==> src/rtl/xnor_skolem_seq_if.sv <==
// rtl/xnor_skolem_seq_if.sv - input/output handshake bundle for the sequential xnor Skolem evaluator
interface xnor_skolem_seq_if #(
    parameter int N_IN  = 6,
    parameter int N_OUT = 2
);
    logic             in_valid;
    logic             in_ready;
    logic [N_IN-1:0]  in_vec;
    logic             out_valid;
    logic             out_ready;
    logic [N_OUT-1:0] out_vec;

    modport master (
        output in_valid, in_vec, out_ready,
        input  in_ready, out_valid, out_vec
    );

    modport slave (
        input  in_valid, in_vec, out_ready,
        output in_ready, out_valid, out_vec
    );
endinterface

==> src/rtl/xnor_skolem_seq.sv <==
// rtl/xnor_skolem_seq.sv - sequential Skolem evaluator for xnor_N_M, CHUNK parity bits folded per cycle
// Optional output self-check enabled by macro SKOLEM_SELFCHECK_EN.
module xnor_skolem_seq #(
    parameter int N_IN  = 6,
    parameter int N_OUT = 2,
    parameter int CHUNK = 2,
    parameter int CNT_W = 16
) (
    input  logic               clk,
    input  logic               rst_n,
    xnor_skolem_seq_if.slave   bus,
    output logic               busy,
    output logic [CNT_W-1:0]   eval_count,
    output logic               spec_err
);
    localparam int NCH   = (N_IN + CHUNK - 1) / CHUNK;
    localparam int PW    = NCH * CHUNK;
    localparam int IDX_W = $clog2(NCH + 1);

    typedef enum logic [1:0] {IDLE, ACCUM, EMIT} state_t;

    state_t           state, state_next;
    logic [N_IN-1:0]  shadow;
    logic [PW-1:0]    work;
    logic [IDX_W-1:0] idx;
    logic             acc, acc_next;
    logic [N_OUT-1:0] y_lo, y, out_vec_r;
    logic             in_ready_c, out_valid_c;
    logic             accept, emit_hs, last_chunk;

    always_ff @(posedge clk or negedge rst_n) begin
        if (!rst_n) state <= IDLE;
        else        state <= state_next;
    end

    always_comb begin
        state_next  = state;
        in_ready_c  = 1'b0;
        out_valid_c = 1'b0;
        case (state)
            IDLE: begin
                in_ready_c = 1'b1;
                if (bus.in_valid) state_next = ACCUM;
            end
            ACCUM: begin
                if (last_chunk) state_next = EMIT;
            end
            EMIT: begin
                out_valid_c = 1'b1;
                if (bus.out_ready) state_next = IDLE;
            end
            default: state_next = IDLE;
        endcase
    end

    assign accept     = in_ready_c & bus.in_valid;
    assign emit_hs    = out_valid_c & bus.out_ready;
    // The idx==NCH pass folds only padding, giving the registered output its own cycle.
    assign last_chunk = (idx == IDX_W'(NCH));
    assign acc_next   = acc ^ (^work[CHUNK-1:0]);

    for (genvar k = 0; k < N_OUT - 1; k++) begin : g_copy
        assign y_lo[k] = shadow[k % N_IN];
    end
    assign y_lo[N_OUT-1] = 1'b0;
    // Top bit cancels the parity of the inputs and of the copied low bits.
    assign y = y_lo ^ (N_OUT'(acc_next ^ (^y_lo)) << (N_OUT - 1));

    always_ff @(posedge clk or negedge rst_n) begin
        if (!rst_n) begin
            shadow     <= '0;
            work       <= '0;
            idx        <= '0;
            acc        <= 1'b0;
            out_vec_r  <= '0;
            eval_count <= '0;
        end else begin
            if (accept) begin
                shadow <= bus.in_vec;
                work   <= PW'(bus.in_vec);
                idx    <= '0;
                acc    <= 1'b0;
            end else if (state == ACCUM) begin
                work <= work >> CHUNK;
                idx  <= idx + 1'b1;
                acc  <= acc_next;
                if (last_chunk) out_vec_r <= y;
            end
            if (emit_hs && !(&eval_count)) eval_count <= eval_count + 1'b1;
        end
    end

`ifdef SKOLEM_SELFCHECK_EN
    logic chk_bad;
    assign chk_bad = (^shadow) ^ (^out_vec_r);

    always_ff @(posedge clk or negedge rst_n) begin
        if (!rst_n)                  spec_err <= 1'b0;
        else if (emit_hs && chk_bad) spec_err <= 1'b1;
    end
`else
    assign spec_err = 1'b0;
`endif

    assign bus.in_ready  = in_ready_c;
    assign bus.out_valid = out_valid_c;
    assign bus.out_vec   = out_vec_r;
    assign busy          = ~in_ready_c;
endmodule
==> src/flat_wrapper.sv <==
// flat-port wrapper written by rule: the top's interface ports become plain ports
module xnor_skolem_seq_flat 
#(
    parameter int N_IN  = 6,
    parameter int N_OUT = 2,
    parameter int CHUNK = 2,
    parameter int CNT_W = 16
)
  (clk, rst_n, busy, eval_count, spec_err, bus_in_valid, bus_in_vec, bus_out_ready, bus_in_ready, bus_out_valid, bus_out_vec);
  xnor_skolem_seq_if #(.N_IN(N_IN), .N_OUT(N_OUT)) bus_i ();
  input  logic clk;
  input  logic rst_n;
  output logic busy;
  output logic [CNT_W-1:0] eval_count;
  output logic spec_err;
  input wire logic [$bits(bus_i.in_valid)-1:0] bus_in_valid;
  input wire logic [$bits(bus_i.in_vec)-1:0] bus_in_vec;
  input wire logic [$bits(bus_i.out_ready)-1:0] bus_out_ready;
  output wire logic [$bits(bus_i.in_ready)-1:0] bus_in_ready;
  output wire logic [$bits(bus_i.out_valid)-1:0] bus_out_valid;
  output wire logic [$bits(bus_i.out_vec)-1:0] bus_out_vec;
  assign bus_i.in_valid = bus_in_valid;
  assign bus_i.in_vec = bus_in_vec;
  assign bus_i.out_ready = bus_out_ready;
  assign bus_in_ready = bus_i.in_ready;
  assign bus_out_valid = bus_i.out_valid;
  assign bus_out_vec = bus_i.out_vec;
  xnor_skolem_seq #(.N_IN(N_IN), .N_OUT(N_OUT), .CHUNK(CHUNK), .CNT_W(CNT_W)) u_core (.clk(clk), .rst_n(rst_n), .bus(bus_i), .busy(busy), .eval_count(eval_count), .spec_err(spec_err));
endmodule
==> config.mk <==
export PLATFORM = sky130hd
export DESIGN_NAME = xnor_skolem_seq_flat
export DESIGN_NICKNAME = d
export VERILOG_FILES = /design/src/rtl/xnor_skolem_seq_if.sv /design/src/rtl/xnor_skolem_seq.sv /design/src/flat_wrapper.sv
export SDC_FILE = /design/constraint.sdc
export NUM_CORES = 1
export LEC_CHECK = 0
export BUFFER_PORTS_ARGS = -buffer_cell sky130_fd_sc_hd__buf_4
export CORE_MARGIN = 1
export CORE_UTILIZATION = 50
export DETAILED_ROUTE_END_ITERATION = 16
export PLACE_DENSITY_LB_ADDON = 0.12
export SLEW_MARGIN = 0
export SYNTH_ARGS = -nofsm -noshare
export SYNTH_HDL_FRONTEND = slang
export SYNTH_SLANG_ARGS = --single-unit
==> constraint.sdc <==
create_clock -name clk -period 2.4 [get_ports clk]
set_input_delay 0.48 -clock clk [delete_from_list [all_inputs] [get_ports clk]]
set_output_delay 0.48 -clock clk [all_outputs]
set_load 0.01 [all_outputs]
# [Word level (Yosys, flattened, before mapping)]
# Index checks and enable logic that the tools add are counted.
[totals] regBits=30 inputBits=10 word_cells=43
[op_classes] n_addsub=2 eq_ne=6 mux=12 n_bitwise=7 n_reduce_logical=9
[op_table] op="adder 16 x 1 -> 16 bit (second input constant)" n=1
[op_table] op="AND reduction 16 bit" n=1
[op_table] op="2-to-1 mux 6 bit" n=2
[op_table] op="2-to-1 mux 2 bit" n=5
[op_table] op="case mux 2 bit (3 select lines)" n=1
[op_table] op="AND reduction 3 bit" n=2
[op_table] op="equality test 2 bit (second input constant)" n=2
[op_table] op="2-to-1 mux 1 bit" n=4
[op_table] op="inequality test 2 bit (second input constant)" n=2
[op_table] op="XOR reduction 2 bit" n=2
[op_table] op="adder 2 x 1 -> 2 bit (second input constant)" n=1
[op_table] op="bitwise AND 1 bit" n=2
[op_table] op="equality test 2 x 1 -> 1 bit (second input constant)" n=1
[op_table] op="logical NOT 2 bit" n=1
[op_table] op="inequality test 2 x 1 -> 1 bit (second input constant)" n=1
[op_table] op="NOT 1 bit" n=2
[op_table] op="nonzero test 2 bit" n=1
[op_table] op="bitwise XOR 1 bit" n=2
[op_table] op="bitwise XOR 1 x 2 -> 2 bit" n=1
[op_table] op="logical AND 1 bit" n=1
[op_table] op="logical NOT 1 bit" n=1

# [Longest topological paths before layout]
# Gate-level depths: netlist (run 1).
[depth] ltp_word=5 mapped_depth=6 ltp_nobuf=5

# [Worst setup path after synthesis (run 1)]
# No wires, ideal clock.
[synth_timing] path_kind="register to register" start="reg u_core.eval_count[0]" end="reg u_core.eval_count[12]" t_arrival_ps=1650 t_required_ps=2275 setup_slack_ps=626 stages_incl_launch_ff=7 path_buffers=1 period_less_slack_ps=1774 cell_sequence="dfrtp_1 -> ha_1 -> nand3_1 -> or2_0 -> clkbuf_1 -> nor3_1 -> mux2_2"
[synth_via] elab_chain_len=3 word_cells_on_any_way=4 cone_classes="1 x add/sub; 3 x reduce/logical"
[synth_lines] item="start, declared" line_no="xnor_skolem_seq.sv:13" source="output logic [CNT_W-1:0] eval_count,"
[synth_lines] item="start signal, assigned" line_no="xnor_skolem_seq.sv:89" source="if (emit_hs && !(&eval_count)) eval_count <= eval_count + 1'b1;"
[synth_lines] item="parallel branches: the longest is 3 deep, another holds adder 16 x 1 -> 16 bit"
# Parallel ways; which one is timed is not known.
# A chain may end at the register's enable or synchronous reset.

# [Worst setup path in the final report (run 1)]
[layout_timing] start="reg u_core.eval_count[0]" end="reg u_core.eval_count[1]"
# The elaborated chain is that of the path after synthesis.

==> metrics.txt, run 1 <==
initial antenna violation count 0; Post-Route WL 2830 um; die width 56.6 um; hold_buf cts 0; Mapped Cells 136; gpl congestion 0.811; drt pass-1 iters 4; highest clock rate 533 MHz; commonest cells after routing, fill and taps aside 31 x buf_4, 30 x dfrtp_1, 13 x xor2_1; share of post-route cells with drive strength above 1 30.0%; Power Dens Cells 902 nW/um2; # clock sinks 30; post-DR vias/cell 5.53; number of flops mapped to enable cells by yosys 0; final setup fails 0; global route overflow 0; Worst Hold Class in -> async; syn_area_per_cell 11.0 um2; period utilization 78.2%; Unique masters post-synth 34; Leak Pwr 0.000907 uW; slew margin rel. 62.8%; met1 global-route usage 28.9%; asr flop ratio synth 100%; Max H-tree Level 2; number of cells on the worst reg-to-reg path 5; reg2reg end u_core.eval_count[1]$_DFFE_PN0P_; Antenna diodes 0; total track usage 21.0%; buffers added on ports 30; register area share after synthesis 50.3%; r2r setup slk 0.52 ns; Area Overhead vs Synth 20.6%; Total Die Area 3210 um2; post-DP HPWL 2110 um; met3 GRT Util 7.14%; row count 19; startpoint types flop; met2 Use GR 31.1%; crit end category flop; prevailing post-synth register cell dfrtp_1; Setup TNS 0 ns; fillcell total 237; CORE AREA 2780 um2; final hold vios 0; register bit total from synthesis 30; Max Cap Violations 0; busiest grt layer met2; Routed Antenna Nets 0; Worst Path Required 2.63 ns; worst-skew pair later-pin latency 0.33 ns; Residual DRC 0; worst setup margin 0.523 ns; worst reg2reg startpoint u_core.eval_count[0]$_DFFE_PN0P_; commonest non-fill, non-tap cell in the layout buf_4; DP Worst Slack 0.527 ns; Setup Fix Bufs, Post-CTS 0; Worst-path clk slew 0.10 ns; YS warnings 0; Clock Path Buffers 2; worst vdd ir 0.734 mV; Die H 56.6 um; post_cts resized 0; Iter 0 DRT Violations 20; nets@finish 181; first-pass GRT wire length 5020 um; Multi-input gate area 706 um2; worst-path fanout max 9; Clk Tree Root Cell clkbuf_4; Ports 32; Data arrival, critical path 2.10 ns; worst slew pin tran 0.554 ns; crit path kind reg -> reg; Initial Utilization 53.6%; Storage cell area 751 um2; vias 1112; Syn Nets 148; vias in the first global route 1060; status finished clean; Worst Clk Skew 0.00738 ns; largest net degree at the start of global routing 31; fin. max-slew vios 0; TritonCTS clock tree yes; Netlist Area Pre-Place 1490 um2; DR WL/cell 14.1 um; unrepaired setup endpoints after global routing no; min Tclk post-route 1.88 ns; number of buffers created by CTS 5
-- per-stage QoR --
step | total power (uW) | util, % | area, um2 | instances | hold WS, ns
floorplan | 1110 | - | 1490 | 136 | 0.184
global placement | 1290 | 62.5 | 1740 | 193 | 0.422
detailed placement | 1330 | 62.5 | 1740 | 193 | 0.431
CTS | 1650 | 64.7 | 1800 | 201 | 0.0525
global route | 1750 | 64.7 | 1800 | 201 | 0.0753
finish | 1620 | 64.7 | 1800 | 201 | 0.0567
-- cells in the mapped netlist (2+ instances only) --
cell,instances,area (um2)
mux2_2,6,67.6
a21oi_1,7,35.0
clkbuf_1,3,11.3
nor2b_1,8,50.1
nor3_1,7,35.0
xor2_1,13,114
nand2_1,8,30.0
nand3_1,4,20.0
nand4_2,2,25.0
inv_1,3,11.3
o21ai_0,9,45.0
dfrtp_1,30,751
a22o_1,2,17.5
a22oi_1,4,30.0
nor4_1,3,18.8
xnor2_1,3,26.3
nand4_1,3,18.8
ha_1,2,25.0
nor2_1,4,15.0
-- registers in the layout (all words and copies together) (netlist names) --
| signal | count |
|---|---|
| u_core.acc | 1 |
| u_core.state | 2 |
| u_core.eval_count | 16 |
| u_core.bus.out_vec | 2 |
| u_core.work | 6 |
| u_core.idx | 2 |
| u_core.shadow | 1 |
-- critical path, cell delays in order (launching register included) --
cell and delay (ns):
dfrtp_1 0.44, ha_1 0.20, nand3_1 0.14, nor4_4 0.58, nor2_2 0.10, mux2_1 0.32
-- per-layer routing --
layer / share of wire, % / vias to the layer above
li1: - / 548
met1: 48 / 533
met2: 46 / 25
met3: 4.7 / 6
met4: 1.7 / 0
met5: 0 / -
-- how the worst max path moves through the flow --
| stage | from | end | slack [ns] | cells after the start |
|---|---|---|---|---|
| floorplan | u_core.eval_count[0]$_DFFE_PN0P_ | u_core.eval_count[12]$_DFFE_PN0P_ | 0.63 | 6 |
| global placement | u_core.eval_count[0]$_DFFE_PN0P_ | u_core.eval_count[1]$_DFFE_PN0P_ | 0.63 | 5 |
| detailed placement | u_core.eval_count[0]$_DFFE_PN0P_ | u_core.eval_count[1]$_DFFE_PN0P_ | 0.53 | 5 |
| CTS | u_core.eval_count[0]$_DFFE_PN0P_ | u_core.eval_count[1]$_DFFE_PN0P_ | 0.51 | 5 |
| global route | u_core.eval_count[0]$_DFFE_PN0P_ | u_core.eval_count[1]$_DFFE_PN0P_ | 0.34 | 5 |
| finish | u_core.eval_count[0]$_DFFE_PN0P_ | u_core.eval_count[1]$_DFFE_PN0P_ | 0.52 | 5 |
-- report_power, final --
group | leakage [uW] | internal [uW] | switching (uW)
clock network | 0.0000353 | 142 | 170
registers | 0.000392 | 627 | 143
logic | 0.000480 | 308 | 234
-- logic make-up after synthesis --
group / Yosys count / share of synthesized area, %
muxes: 7 / 5.28
adders and majority gates: 2 / 1.68
xor gates and xnor gates: 16 / 9.40
other: 1 / 0.251
AOI/OAI and AO/OA: 23 / 9.06
DFF: 30 / 50.3
and+or+nand+nor: 49 / 21.6
buffers and inverters: 8 / 2.35
-- layout make-up --
type,instances,area share [%]
Tap cell,31,2.16
Clock buffer,7,3.06
Inverter,3,0.626
Sequential cell,30,41.7
Clock inverter,1,0.278
Multi-Input combinational cell,98,39.2
Timing Repair Buffer,31,12.9
Note: power is estimated with default switching activity, not from simulation.
==> run 2: changes to the inputs <==
--- a/config.mk
+++ b/config.mk
@@ -7,7 +7,7 @@
 export LEC_CHECK = 0
 export BUFFER_PORTS_ARGS = -buffer_cell sky130_fd_sc_hd__buf_4
 export CORE_MARGIN = 1
-export CORE_UTILIZATION = 50
+export CORE_UTILIZATION = 48
 export DETAILED_ROUTE_END_ITERATION = 16
 export PLACE_DENSITY_LB_ADDON = 0.12
 export SLEW_MARGIN = 0
==> constraint.sdc (replaced) <==
create_clock -name clk -period 1.7 [get_ports clk]
set_input_delay 0.34 -clock clk [delete_from_list [all_inputs] [get_ports clk]]
set_output_delay 0.34 -clock clk [all_outputs]
set_load 0.01 [all_outputs]
==> metrics.txt, run 2 (synthesis results as in run 1) <==
post-DR vias/cell 5.45; post-DP HPWL 2240 um; Worst Path Required 1.92 ns; Initial Utilization 52.3%; largest net degree at the start of global routing 31; commonest non-fill, non-tap cell in the layout buf_4; Max Cap Violations 0; vias in the first global route 1186; Finished Layout Cells 220; crit end category flop; Worst Hold Class in -> reg; Hold Startpoint bus_out_ready; worst-skew pair later-pin latency 0.33 ns; failing checks DRC; Placed Area 1860 um2; Worst Clk Skew 0.00777 ns; Crit path max-delay family simple AND/OR/NAND/NOR gates; first-pass GRT wire length 5330 um; CP max stage delay 0.45 ns; drt pass-1 iters 12; unrepaired setup endpoints after global routing yes; Area Overhead vs Synth 33.5%; die width 57.7 um; final setup fails 0; worst vdd ir 0.805 mV; highest clock rate 610 MHz; row count 19; max FFs per register 16; largest register by flop count u_core.eval_count; CORE AREA 2850 um2; status finished, violations left; DR WL/cell 14.0 um; worst-path fanout max 5; Iter 0 DRT Violations 49; gpl congestion 0.803; sequential power share 42.7%; Data arrival, critical path 1.86 ns; Routed Antenna Nets 0; crit path buf inv count 1; proportion of power drawn by the clock network 18.9%; fin. max-slew vios 0; Inst Count DP 209; Total Die Area 3330 um2; min Tclk post-route 1.64 ns; Antenna diodes 0; Sw Ratio 34.0%; Worst-path clk slew 0.10 ns; Clock Path Buffers 2; initial antenna violation count 0; # clock sinks 30; CP cell instances ha_2 > nand3_4 > nor4_4 > buf_4 > nor3_2 > xor2_1; Max H-tree Level 2; number of buffers created by CTS 5; Post-Route WL 3080 um; slowest CP cell nor4_4; Internal 1600 uW; design area 1990 um2; Ports 32; Die H 57.7 um; buffers added on ports 30; share of post-route cells with drive strength above 1 42.3%; period utilization 96.5%; CP startpoint u_core.eval_count[1]$_DFFE_PN0P_; vias 1198; TritonCTS clock tree yes; global route overflow 0; final hold vios 0; commonest cells after routing, fill and taps aside 49 x buf_4, 28 x dfrtp_1, 13 x xor2_1; crit path kind reg -> reg; Psw 824 uW; nets@finish 200; startpoint types flop; Clk Tree Root Cell clkbuf_4; Fin Hold WS 0.222 ns; worst reg2reg startpoint u_core.eval_count[1]$_DFFE_PN0P_; Power Dens Cells 1220 nW/um2; Leak Pwr 0.00100 uW; total track usage 21.4%; largest registers u_core.eval_count x16, u_core.work x6; Gate power share 38.4%; Residual DRC 3
## run 2: changes by cell type in the layout (fill, tap and decap cells not counted), sizes merged
cell | previous run | this run
buf | 31 | 49
dlygate4sd3 | 0 | 1
## run 2: worst reg2reg max path: cells and delay by family, from the launching register on
kind,cells,cell delay [ns]
xor+xnor,1,0.13
fa+ha+maj,1,0.21
buf+inv,1,0.22
flops,1,0.38
simple gates,3,0.59
## run 2: layout make-up
class,instances,area (um2)
fillers,223,862
flip-flops and latches,30,753
multi-input cells,98,749
repair buffers,50,378
clock buffers,7,55.1
well taps,31,38.8
inverters,3,11.3
clock inverters,1,5.00
## run 2: final timing paths
check / to / cells after the start / slack [ns]
min reg2reg: u_core.bus.out_vec[0]$_DFFE_PN0P_ / 1 / 0.52
max reg2reg: u_core.eval_count[13]$_DFFE_PN0P_ / 6 / 0.06
min in group asynchronous: u_core.work[0]$_DFFE_PN0P_ / 2 / 0.46
max in group asynchronous: u_core.eval_count[0]$_DFFE_PN0P_ / 2 / 0.95
min: u_core.state[1]$_DFFE_PN0P_ / 2 / 0.22
max: u_core.eval_count[13]$_DFFE_PN0P_ / 6 / 0.06
## run 2: power by group through the flow
stage / Sequential [uW] / Combinational (uW) / Clock [uW]
after global placement: 1020 / 874 / 0
final: 1030 / 930 / 458
after floorplan: 1050 / 515 / 0
after CTS: 1020 / 908 / 460
after detailed placement: 1040 / 902 / 0
after global routing: 1060 / 1040 / 488
## run 2: layer usage
layer	wire [um]	global-route usage, %
met3	159	7.37
met4	24	6.12
met2	1410	32.4
met1	1490	29.3
met5	0	0
## run 2: per-stage QoR
stage	setup slack (ns)	TNS, ns	utilization [%]	total power (uW)
after global routing	-0.0475	-0.198	69.8	2580
after global placement	0.0668	0	65.2	1890
final	0.0594	0	69.8	2420
after CTS	0.0315	0	67.7	2390
after detailed placement	0.00680	0	65.2	1940
after floorplan	-0.0312	-0.0312	-	1570
## run 2: timing repair
action | 4_1_cts | 5_1_grt
pin swaps | 0 | 2
hold buffers | 1 | 0
endpoints found under the hold margin | 30 | 0
endpoints found under the setup margin | 1 | 9
resized for setup | 1 | 11
buffers inserted | 0 | 2
==> run 3: changes to the inputs <==
--- a/config.mk
+++ b/config.mk
@@ -6,6 +6,7 @@
 export NUM_CORES = 1
 export LEC_CHECK = 0
 export BUFFER_PORTS_ARGS = -buffer_cell sky130_fd_sc_hd__buf_4
+export CORE_ASPECT_RATIO = 0.5
 export CORE_MARGIN = 1
 export CORE_UTILIZATION = 48
 export DETAILED_ROUTE_END_ITERATION = 16
==> metrics.txt, run 3 (synthesis results as in run 1) <==
TritonCTS clock tree yes; Worst Path Required 1.85 ns; crit path buf inv count 1; Post-Route WL 2990 um; Die H 41.4 um; worst reg2reg startpoint u_core.eval_count[1]$_DFFE_PN0P_; final core occ 71.5%; worst-skew pair later-pin latency 0.28 ns; Worst-path clk slew 0.06 ns; startpoint types flop; Setup TNS 0 ns; vias in the first global route 1090; DR WL/cell 13.4 um; design area 1980 um2; hold endpoint u_core.state[1]$_DFFE_PN0P_; highest clock rate 604 MHz; fin. max-slew vios 0; status finished clean; crit path kind reg -> reg; Initial Utilization 53.9%; Clk Tree Root Cell clkbuf_8; Area Overhead vs Synth 32.6%; Finished Layout Cells 223; CORE AREA 2770 um2; initial antenna violation count 0; global route overflow 0; first-pass GRT wire length 5010 um; Max H-tree Level 2; r2r setup slk 0.04 ns; Power Dens Cells 1260 nW/um2; number of cells on the worst reg-to-reg path 6; worst vdd ir 0.782 mV; Worst Clk Skew 0.00352 ns; row count 13; post-DP HPWL 2170 um; unrepaired setup endpoints after global routing yes; min Tclk post-route 1.66 ns; Antenna diodes 0; largest register by flop count u_core.eval_count; CP max stage delay 0.44 ns; total track usage 20.3%; Data arrival, critical path 1.81 ns; gpl congestion 0.832; die width 80.8 um; drt pass-1 iters 4; largest registers u_core.eval_count x16, u_core.work x6; # clock sinks 30; Total Die Area 3350 um2; Worst Hold Class in -> reg; Max Cap Violations 0; largest net degree at the start of global routing 31; reg2reg end u_core.eval_count[9]$_DFFE_PN0P_; Routed Antenna Nets 0; buffers added on ports 30; commonest non-fill, non-tap cell in the layout buf_4; number of buffers created by CTS 5; crit end category flop; max FFs per register 16; commonest cells after routing, fill and taps aside 47 x buf_4, 29 x dfrtp_1, 13 x xor2_1; Hold Startpoint bus_out_ready; Residual DRC 0; Hold Path Depth 2; Clock Path Buffers 2; Placed Area 1850 um2; Tot Pwr 2490 uW; final hold vios 0; Leak Pwr 0.000994 uW; period utilization 97.4%; vias 1166; post-DR vias/cell 5.23; CP cell instances ha_2 > nand3_4 > nor4_4 > buf_4 > nor3_1 > xor2_1; Ports 32; slowest CP cell nor4_4; Iter 0 DRT Violations 49; nets@finish 198; worst-path fanout max 5; Inst Count DP 213; final setup fails 0; share of post-route cells with drive strength above 1 37.6%; Crit path max-delay family simple AND/OR/NAND/NOR gates
run 3: power by group:
part,leakage [uW],switching [uW],internal (uW)
Combinational,0.000565,424,510
Sequential,0.000391,137,891
Clock,0.0000383,243,281
Total,0.000994,805,1680
run 3: worst reg2reg max path, stage by stage, from the launching register on:
cell and delay (ns):
dfrtp_1 0.35, ha_2 0.22, nand3_4 0.10, nor4_4 0.44, buf_4 0.22, nor3_1 0.06, xor2_1 0.15
run 3: what timing repair did:
item	4_1_cts	5_1_grt
endpoints found under the hold margin	30	0
endpoints found under the setup margin	1	8
resized for setup	1	5
pin swaps	0	2
setup buffers	0	2
hold buffers	1	0
cloned	0	0
run 3: worst max-delay path by stage:
stage / from / to / slack (ns) / cells after the start
final: u_core.eval_count[1]$_DFFE_PN0P_ / u_core.eval_count[9]$_DFFE_PN0P_ / 0.04 / 6
after global routing: u_core.eval_count[1]$_DFFE_PN0P_ / u_core.eval_count[13]$_DFFE_PN0P_ / -0.02 / 6
after CTS: u_core.eval_count[0]$_DFFE_PN0P_ / u_core.eval_count[12]$_DFFE_PN0P_ / 0.01 / 5
after detailed placement: u_core.eval_count[0]$_DFFE_PN0P_ / u_core.eval_count[12]$_DFFE_PN0P_ / -0.02 / 5
after global placement: u_core.eval_count[0]$_DFFE_PN0P_ / u_core.eval_count[12]$_DFFE_PN0P_ / 0.07 / 5
after floorplan: u_core.eval_count[1]$_DFFE_PN0P_ / u_core.eval_count[12]$_DFFE_PN0P_ / -0.03 / 6
run 3: routing by layer:
| layer | GRT usage (%) | share of wire [%] | vias to the layer above |
|---|---|---|---|
| met2 | 30.1 | 44 | 34 |
| met3 | 7.25 | 5.7 | 7 |
| met5 | 0 | 0 | - |
| met1 | 27.2 | 48 | 547 |
| met4 | 7.50 | 1.6 | 0 |
| li1 | - | - | 578 |
run 3: cell type report:
| class | count | area, um2 |
|---|---|---|
| Inverter | 3 | 11.3 |
| Timing Repair Buffer | 48 | 363 |
| Multi-Input combinational cell | 98 | 728 |
| Sequential cell | 30 | 752 |
| Tap cell | 37 | 46.3 |
| Clock buffer | 7 | 76.3 |
| Fill cell | 206 | 788 |
run 3: through the flow:
step                hold slack, ns  setup slack (ns)
floorplan                   0.0444           -0.0312
global placement             0.288            0.0654
detailed placement           0.287           -0.0162
CTS                          0.279            0.0108
global route                 0.276           -0.0225
finish                       0.282            0.0450
